==> src/rtl/icache_pkg.sv <==
// Shared types and line geometry for the direct-mapped instruction cache.
package icache_pkg;

  localparam int LINE_WORDS  = 8;
  localparam int LINE_BITS   = 256;
  localparam int OFFSET_W    = 5;
  localparam int ADDR_W      = 32;
  localparam int LINE_ADDR_W = ADDR_W - OFFSET_W;

  typedef enum logic [1:0] {
    LOOKUP     = 2'd0,
    FILL_WAIT  = 2'd1,
    FILL_WRITE = 2'd2
  } state_e;

  // Word k of a line lives in bits [32k+31:32k].
  function automatic logic [31:0] line_word(input logic [LINE_BITS-1:0] line,
                                            input logic [2:0]           word);
    return line[{word, 5'b00000} +: 32];
  endfunction

endpackage

==> src/rtl/icache_line_ram.sv <==
// Line storage: data, tag and valid arrays with async read, sync write and
// a single-cycle invalidate-all.
module icache_line_ram
  import icache_pkg::*;
#(
  parameter int NUM_LINES = 16,
  parameter int IDX_W     = $clog2(NUM_LINES),
  parameter int TAG_W     = LINE_ADDR_W - IDX_W
) (
  input  logic                 CLK,
  input  logic                 RST_N,
  input  logic [IDX_W-1:0]     rd_idx,
  output logic                 rd_valid,
  output logic [TAG_W-1:0]     rd_tag,
  output logic [LINE_BITS-1:0] rd_line,
  input  logic                 wr_en,
  input  logic [IDX_W-1:0]     wr_idx,
  input  logic [TAG_W-1:0]     wr_tag,
  input  logic [LINE_BITS-1:0] wr_line,
  input  logic                 inval_all
);

  logic [LINE_BITS-1:0] data_mem [NUM_LINES];
  logic [TAG_W-1:0]     tag_mem  [NUM_LINES];
  logic [NUM_LINES-1:0] valid_q;

  // NOTE: data and tag arrays carry no reset; a line is only trusted once its
  // valid bit is set, so clearing the valid vector is enough.
  always_ff @(posedge CLK) begin
    if (wr_en) begin
      data_mem[wr_idx] <= wr_line;
      tag_mem[wr_idx]  <= wr_tag;
    end
  end

  always_ff @(posedge CLK) begin
    if (!RST_N) begin
      valid_q <= '0;
    end else if (inval_all) begin
      valid_q <= '0;
    end else if (wr_en) begin
      valid_q[wr_idx] <= 1'b1;
    end
  end

  assign rd_valid = valid_q[rd_idx];
  assign rd_tag   = tag_mem[rd_idx];
  assign rd_line  = data_mem[rd_idx];

endmodule

==> src/rtl/icache_ctrl.sv <==
// Direct-mapped instruction cache controller with blocking line fills.
// Optional ICACHE_PERF_EN adds hit/miss performance counters.
module icache_ctrl
  import icache_pkg::*;
#(
  parameter int NUM_LINES = 16,
  parameter int FILL_LAT  = 2
) (
  input  logic                 CLK,
  input  logic                 RST_N,
  input  logic                 req_i,
  input  logic [31:0]          pc_i,
  input  logic                 flush_i,
  output logic [31:0]          instr_o,
  output logic                 valid_o,
  output logic                 stall_o,
  output logic [31:0]          mem_addr_o,
  output logic                 mem_req_o,
  input  logic [LINE_BITS-1:0] mem_line_i
`ifdef ICACHE_PERF_EN
  ,
  output logic [31:0]          hit_cnt_o,
  output logic [31:0]          miss_cnt_o
`endif
);

  localparam int IDX_W = $clog2(NUM_LINES);
  localparam int TAG_W = LINE_ADDR_W - IDX_W;

  state_e                 state_q;
  logic [3:0]             cnt_q;
  logic [LINE_ADDR_W-1:0] fill_la_q;
  logic                   flush_pend_q;
  logic                   mem_req_q;
  logic [31:0]            mem_addr_q;

  logic [IDX_W-1:0]     pc_idx;
  logic [TAG_W-1:0]     pc_tag;
  logic [2:0]           pc_word;
  logic                 rd_valid;
  logic [TAG_W-1:0]     rd_tag;
  logic [LINE_BITS-1:0] rd_line;
  logic                 tag_hit;
  logic                 in_lookup;
  logic                 flush_now;
  logic                 lookup_hit;
  logic                 lookup_miss;
  logic                 unused_pc_bits;

  assign pc_idx         = pc_i[OFFSET_W +: IDX_W];
  assign pc_tag         = pc_i[ADDR_W-1 -: TAG_W];
  assign pc_word        = pc_i[4:2];
  assign unused_pc_bits = ^pc_i[1:0];

  icache_line_ram #(
    .NUM_LINES (NUM_LINES),
    .IDX_W     (IDX_W),
    .TAG_W     (TAG_W)
  ) u_line_ram (
    .CLK       (CLK),
    .RST_N     (RST_N),
    .rd_idx    (pc_idx),
    .rd_valid  (rd_valid),
    .rd_tag    (rd_tag),
    .rd_line   (rd_line),
    .wr_en     ((state_q == FILL_WRITE) && RST_N),
    .wr_idx    (fill_la_q[IDX_W-1:0]),
    .wr_tag    (fill_la_q[LINE_ADDR_W-1 -: TAG_W]),
    .wr_line   (mem_line_i),
    .inval_all (flush_now && RST_N)
  );

  // A pending fence.i is serviced before any lookup, so it blocks hits too.
  assign tag_hit     = rd_valid && (rd_tag == pc_tag);
  assign in_lookup   = (state_q == LOOKUP);
  assign flush_now   = in_lookup && (flush_i || flush_pend_q);
  assign lookup_hit  = in_lookup && !flush_now && req_i && tag_hit;
  assign lookup_miss = in_lookup && !flush_now && req_i && !tag_hit;

  assign valid_o    = lookup_hit;
  assign instr_o    = lookup_hit ? line_word(rd_line, pc_word) : 32'h0;
  assign stall_o    = !in_lookup || flush_now || lookup_miss;
  assign mem_req_o  = mem_req_q;
  assign mem_addr_o = mem_addr_q;

  // NOTE: every register here is updated with <= so all next-state terms see
  // the values from before this edge.
  always_ff @(posedge CLK) begin
    if (!RST_N) begin
      state_q      <= LOOKUP;
      cnt_q        <= '0;
      fill_la_q    <= '0;
      flush_pend_q <= 1'b0;
      mem_req_q    <= 1'b0;
      mem_addr_q   <= '0;
    end else begin
      case (state_q)
        LOOKUP: begin
          if (flush_now) begin
            flush_pend_q <= 1'b0;
          end else if (lookup_miss) begin
            fill_la_q  <= pc_i[ADDR_W-1:OFFSET_W];
            cnt_q      <= 4'(FILL_LAT);
            mem_req_q  <= 1'b1;
            mem_addr_q <= {pc_i[ADDR_W-1:OFFSET_W], 5'b00000};
            state_q    <= FILL_WAIT;
          end
        end
        FILL_WAIT: begin
          if (flush_i) flush_pend_q <= 1'b1;
          if (cnt_q == 4'd0) begin
            state_q <= FILL_WRITE;
          end else begin
            cnt_q <= cnt_q - 4'd1;
          end
        end
        FILL_WRITE: begin
          if (flush_i) flush_pend_q <= 1'b1;
          mem_req_q  <= 1'b0;
          mem_addr_q <= '0;
          state_q    <= LOOKUP;
        end
        default: begin
          state_q <= LOOKUP;
        end
      endcase
    end
  end

`ifdef ICACHE_PERF_EN
  logic [31:0] hit_cnt_q;
  logic [31:0] miss_cnt_q;

  always_ff @(posedge CLK) begin
    if (!RST_N) begin
      hit_cnt_q  <= '0;
      miss_cnt_q <= '0;
    end else begin
      if (lookup_hit)  hit_cnt_q  <= hit_cnt_q + 32'd1;
      if (lookup_miss) miss_cnt_q <= miss_cnt_q + 32'd1;
    end
  end

  assign hit_cnt_o  = hit_cnt_q;
  assign miss_cnt_o = miss_cnt_q;
`endif

endmodule

==> config.mk <==
export PLATFORM = sky130hd
export DESIGN_NAME = icache_ctrl
export DESIGN_NICKNAME = d
export VERILOG_FILES = /design/src/rtl/icache_pkg.sv /design/src/rtl/icache_line_ram.sv /design/src/rtl/icache_ctrl.sv
export SDC_FILE = /design/constraint.sdc
export NUM_CORES = 2
export LEC_CHECK = 0
export CAP_MARGIN = 20
export CORE_ASPECT_RATIO = 1.4
export CORE_MARGIN = 8
export CORE_UTILIZATION = 45
export CTS_BUF_LIST = sky130_fd_sc_hd__clkbuf_4
export DETAILED_ROUTE_END_ITERATION = 7
export DONT_BUFFER_PORTS = 1
export PLACE_DENSITY_LB_ADDON = 0.08
export RECOVER_POWER = 100
export SYNTH_ARGS = -nofsm -noshare
export SYNTH_HDL_FRONTEND = slang
export SYNTH_MEMORY_MAX_BITS = 65536
export SYNTH_SLANG_ARGS = --single-unit
==> constraint.sdc <==
create_clock -name CLK -period 67.1 [get_ports CLK]
set_clock_uncertainty 0.2 [all_clocks]
set_input_delay 6.71 -clock CLK [delete_from_list [all_inputs] [get_ports CLK]]
set_output_delay 6.71 -clock CLK [all_outputs]
set_load 0.01 [all_outputs]
## Word level (Yosys, flattened, before mapping)

Memories as Yosys holds them, arrays and structs flattened.
Index checks and enable logic that the tools add are counted.

- Bits in registers: 83
- RAM bits: 4,464
- Bits of input ports: 292
- Output and inout bits: 67
- Memories: 2

Memory list:

| memory | depth | bits a word | rd ports | clocked after Yosys merged registers in | write ports | line | source |
|---|---|---|---|---|---|---|---|
| u_line_ram.data_mem | 16 | 256 | 1 | 0 | 1 | icache_line_ram.sv:23 | `logic [LINE_BITS-1:0] data_mem [NUM_LINES];` |
| u_line_ram.tag_mem | 16 | 23 | 1 | 0 | 1 | icache_line_ram.sv:24 | `logic [TAG_W-1:0] tag_mem [NUM_LINES];` |

- $add $sub $neg: 1
- Order comparisons: 3
- Equal/unequal tests: 9
- Shift operators: 1
- Muxes and demuxes: 24
- Bitwise operators: 3
- Reduce and logical (&&, ||, !) cells: 27

Operators with widths:

| cell | count |
|---|---|
| $shiftx 256x9->32 | 1 |
| $mux 32 | 3 |
| $pmux 32 s2 | 1 |
| $eq 23x23->1 | 1 |
| $or 16x16->16 | 1 |
| $mux 4 | 3 |
| $reduce_and 3->1 | 4 |
| $lt 4x5->1 const B | 2 |
| $logic_and 1x1->1 | 9 |
| $mux 1 | 8 |
| $pmux 4 s2 | 1 |
| $mux 2 | 3 |
| $ne 2x1->1 const B | 3 |
| $ne 2x2->1 const B | 3 |
| $reduce_bool 2->1 | 3 |
| $bmux 1 s4 | 1 |
| $demux 1 s4 | 1 |
| $ge 4x1->1 const B | 1 |
| $logic_not 4->1 | 1 |
| $pmux 1 s2 | 2 |
| $pmux 2 s2 | 1 |
| $reduce_and 4->1 | 1 |
| $reduce_or 2->1 | 2 |
| $sub 4x1->4 const B | 1 |
| other kinds (6) | 11 |

## Depth between registers and ports, before layout

- Depth after elaboration: 9
- Gate-level depth with buffers: 15
- Gate-level depth less buffers: 9

## Modules after synthesis

A second synthesis with hierarchy kept.

- Cell total of the unflattened synthesis: 7,664
- Area total of the unflattened synthesis: 172,475.4 µm²

Modules (own cells, without submodules):

| module | times used | cells each | area an instance (µm²) |
|---|---|---|---|
| icache_line_ram | 1 | 7,206 | 167,778.4 |
| icache_ctrl | 1 | 458 | 4,697.0 |

## Worst setup path before layout

No wires, ideal clock.

- Kind: input -> register
- Start point: input RST_N
- End point: memory u_line_ram.data_mem[0][0], enable pin
- Setup time: 1,263 ps
- Arrival: 26,238 ps
- Setup slack: 39,399 ps
- Stages on the path: 4
- Buffers on the path: 1
- Path through: clkbuf_1 -> nand2_1 -> or3_1 -> nor3_1

- Longest elaborated chain between the ends: 3

Ends and longest elaborated chain:

| item | line | source |
|---|---|---|
| from (decl) | icache_ctrl.sv:10 | `input logic RST_N,` |
| $logic_and 1x1->1 | icache_ctrl.sv:66 | `.wr_en ((state_q == FILL_WRITE) && RST_N),` |
| $mux 1 | icache_line_ram.sv:30 | `if (wr_en) begin` |
| $mux 1 (implied by the code) | icache_line_ram.sv:31 | `data_mem[wr_idx] <= wr_line;` |
| to (decl) | icache_line_ram.sv:23 |  |

No other way between the ends.

## Worst setup path after layout

- Start point: input pc_i[5]
- End point: output instr_o[18]

- Longest elaborated chain between the ends: 5

Ends and longest elaborated chain:

| item | line | source |
|---|---|---|
| from (decl) | icache_ctrl.sv:12 | `input logic [31:0] pc_i,` |
| branches (longest 4 deep; another with $mem_v2 16x256) | -- |  |
| $mux 32 (*) | icache_ctrl.sv:81 | `assign instr_o = lookup_hit ? line_word(rd_line, pc_word) : 32'h0;` |
| to (decl) | icache_ctrl.sv:14 | `output logic [31:0] instr_o,` |

Mark *: on every way between the ends. The select of a mux whose other input is x is not followed.

==> flow_summary_export.csv <==
group,metric,value,unit
setup_path,crit_buf_inv,5,
final_layout,register_area,135600,um^2
cts,cts.sinks,4542,
placed_design,portBuffers,0,
sta,slew_headroom,-5.380,
cts,clk_pin_slew,0.05,ns
final_layout,nNetsFinal,8181,
outcome,violations,"capacitance limit, slew limit",
sta,slew_viol_final,5089,
setup_path,cp.required,60.19,ns
setup_path,arrival,26.51,ns
floorplanning,placementRows,269,
drt,num_vias,80360,
logic_synthesis,synth_flop_cell,"edfxtp_1",
final_layout,layout-drive-gt1-share,0.3700,
sta,hold_ws,0.2647,ns
drt,route.detailed.drc,0,
global_route,antenna_found_initial,34,
floorplanning,dieWidth,540.3,um
cts,insertion_delay,1.67,ns
global_route,grt_max_degree,325,
setup_path,critPathMostFrequentCell,"clkbuf_1",
logic_synthesis,synthArstFlopShare,0,
cts,clockBufferDepth,5,
global_route,grt_pass1_vias,87620,
setup_path,timing.rr.start,"state_q[0]",
cts,cts_setup_buffers,0,
pwr,powerDensity,29.32,nW/um^2
setup_path,critPathMaxStageDelay,5.97,ns
floorplanning,dieHeight,750.0,um
setup_path,critPathTopFamily,"buffers and inverters",
floorplanning,dieArea,405300,um^2
setup_path,ff2ff_path_depth,9,
final_layout,area.growth.synth_to_final,10.81,%
outcome,status,"finished with violations",
hold_path,hold_path.class,"reg -> reg",
setup_path,worstReg2RegEnd,"u_line_ram.data_mem[8][107]",
logic_synthesis,ys_ff_latch,4542,
drt,routed_wl,468.3,mm
pwr,power_leakage,59.74,nW
global_route,grt_pass1_wl,655.2,mm
floorplanning,design.core.area,383400,um^2
sta,setup_tns,0,ns
placed_design,place_area,179400,um^2
setup_path,startpoint_type,"input port",
cts,cts_tree,"yes",
drt,wire_per_inst,34.46,um
logic_synthesis,ys_seq_area_frac,0.7830,
hold_path,hold_end,"u_line_ram.valid_q[11]",
final_layout,multi_input_area,35790,um^2
sta,min_period,33.42,ns
final_layout,final_cells,13590,
sta,worst_pin_slew,9.570,ns
placed_design,gp_congestion,0.7493,
floorplanning,ioPinCount,359,
hold_path,min_path_cells,1,
cts,cts-root-buf,"clkbuf_4",
pwr,irDropWorstVdd,0.01866,mV
setup_path,end_kind,"output port",
sta,max_freq,29.93,MHz
setup_path,r2r_setup_slack,51.62,ns
global_route,grt_usage,0.2322,
cts,hold_buffers,0,
hold_path,min-delay-start,"u_line_ram.valid_q[11]",
logic_synthesis,syn_avg_cell_area,25.08,um^2
placed_design,hpwl,248.8,mm
logic_synthesis,synthCells,6905,
sta,setup_viol,0,
floorplanning,initial_core_util,0.4518,
cts,ctsResizeCount,0,
drt,vias_per_cell,5.913,
drt,firstDrtPassIters,7,
setup_path,cp_cell_sequence,"clkbuf_1 -> clkbuf_1 -> clkbuf_1 -> clkbuf_1 -> clkbuf_1 -> mux4_2 -> mux4_2 -> mux4_2 -> mux2i_1 -> nor2_1",
logic_synthesis,synthesis.area,173200,um^2
sta,min_period_over_period,0.4980,
final_layout,final_cell_area,191900,um^2
sta,rsz0062_at_grt,"no",
placed_design,placedCellCount,11710,
global_route,grt_overflow,0,
sta,finalHoldViolCount,0,
drt,ant_nets,0,
job,maxCapViolCount,126,
logic_synthesis,yosysWarnings,0,
drt,drt-initial-drc-count,6856,
logic_synthesis,synth_edf_count,4464,
setup_path,slowest_stage,"clkbuf_1",
logic_synthesis,ys_types,71,
setup_path,cp_max_fo,101,
cts,cts_buffers,1182,
final_layout,nFillCells,30920,
setup_path,crit_type,"in -> out",
cts,htreeDepth,7,
[cells in the mapped netlist, drive strengths merged (3+ instances only)]
| cell | number | area [um^2] |
|---|---|---|
| a211oi | 5 | 37.54 |
| a21oi | 20 | 103.9 |
| a221o | 3 | 30.03 |
| a221oi | 6 | 52.55 |
| a22oi | 7 | 52.55 |
| a31oi | 3 | 18.77 |
| and2 | 4 | 25.02 |
| and3 | 4 | 25.02 |
| buf | 202 | 1144 |
| clkbuf | 166 | 623.1 |
| dfxtp | 78 | 1562 |
| edfxtp | 4464 | 134000 |
| ha | 6 | 75.07 |
| inv | 11 | 41.29 |
| mux2 | 20 | 225.2 |
| mux2i | 117 | 1171 |
| mux4 | 1416 | 31890 |
| nand2 | 51 | 191.4 |
| nand2b | 8 | 50.05 |
| nand3 | 39 | 195.2 |
| nand4 | 5 | 31.28 |
| nor2 | 95 | 356.6 |
| nor2b | 8 | 50.05 |
| nor3 | 13 | 65.06 |
| nor4 | 4 | 40.04 |
| nor4b | 3 | 32.53 |
| o2111ai | 3 | 26.28 |
| o211ai | 6 | 45.04 |
| o21a | 18 | 135.1 |
| o21ai | 41 | 205.2 |
| o22ai | 12 | 75.07 |
| or2 | 3 | 18.77 |
| or3 | 5 | 31.28 |
| xnor2 | 14 | 122.6 |
| xor2 | 5 | 43.79 |
[routing by layer]
metal	share of wire	up-vias	global-route usage
met5	0.000019	-	0
met4	0.017	2	0.06763
met3	0.075	484	0.07343
met2	0.53	2721	0.4020
met1	0.38	44380	0.2809
li1	-	32770	-
[flip-flops by register name (all words and copies together) (netlist names)]
signal,count
u_line_ram.tag_mem,368
state_q,2
fill_la_q,27
u_line_ram.data_mem,4096
u_line_ram.valid_q,16
cnt_q,4
flush_pend_q,1
mem_req_o,1
mem_addr_o,27
[layout make-up]
cell class	count	area share
inverters	13	0.0002934
clock buffers	1636	0.06400
multi-input cells	1986	0.1865
flip-flops and latches	4542	0.7066
well taps	5013	0.03268
diodes	56	0.0007302
clock inverters	186	0.004257
repair buffers	158	0.004903
[worst reg2reg max path, delay by kind of cell (launching register included)]
kind | cells | cell delay (ns)
buffers and inverters | 5 | 11.80
adders and majority gates | 1 | 0.31
and+or+nand+nor | 3 | 2.17
DFF | 1 | 0.34
[cells by family (layout without fill, tap and decap cells)]
group | count (synthesis) | after routing | share of synthesized area
flops | 4542 | 4542 | 0.7830
mux | 1553 | 1553 | 0.1922
buf+inv | 381 | 1993 | 0.01048
simple gates | 252 | 252 | 0.006936
compound gates | 151 | 151 | 0.005946
xor+xnor | 19 | 19 | 0.0009609
fa+ha+maj | 6 | 6 | 0.0004335
other cells | 1 | 61 | 0.00002165
[metrics by stage]
step                        util  total power, mW  setup slack (ns)
after floorplan                -            3.439             39.40
after global routing      0.5005            5.865             30.50
after CTS                 0.5022            5.710             46.28
after global placement    0.4680            3.518             46.25
final                     0.5006            5.627             33.68
after detailed placement  0.4680            3.521             46.28
[where the power goes]
part / internal, mW / switching (mW)
sequential: 3.16 / 0.0156
clock: 1.12 / 1.05
combinational: 0.123 / 0.158
[how the worst max path moves through the flow]
stage / slack (ns) / from / cells past startpoint / endpoint
after floorplan: 39.40 / RST_N / 4 / u_line_ram.data_mem[0][0]
after global placement: 46.25 / pc_i[5] / 11 / instr_o[8]
after detailed placement: 46.28 / pc_i[5] / 11 / instr_o[8]
after CTS: 46.28 / pc_i[5] / 11 / instr_o[8]
after global routing: 30.50 / pc_i[5] / 10 / instr_o[18]
final: 33.68 / pc_i[5] / 10 / instr_o[18]
[cells in the final DEF (no fill, tap or decap), types with 11 or more instances in the layout]
cell type,count
nor2_1,91
nor3_1,13
inv_2,16
o21ai_0,41
nand2_1,51
clkbuf_4,1636
clkinv_2,11
mux2i_1,117
xnor2_1,14
mux4_2,1416
buf_4,29
diode_2,56
clkinv_1,158
edfxtp_1,4464
clkbuf_1,118
o22ai_1,12
dfxtp_1,78
o21a_1,18
a21oi_1,19
mux2_2,19
nand3_1,39
Note: power is estimated with default switching activity, not from simulation.
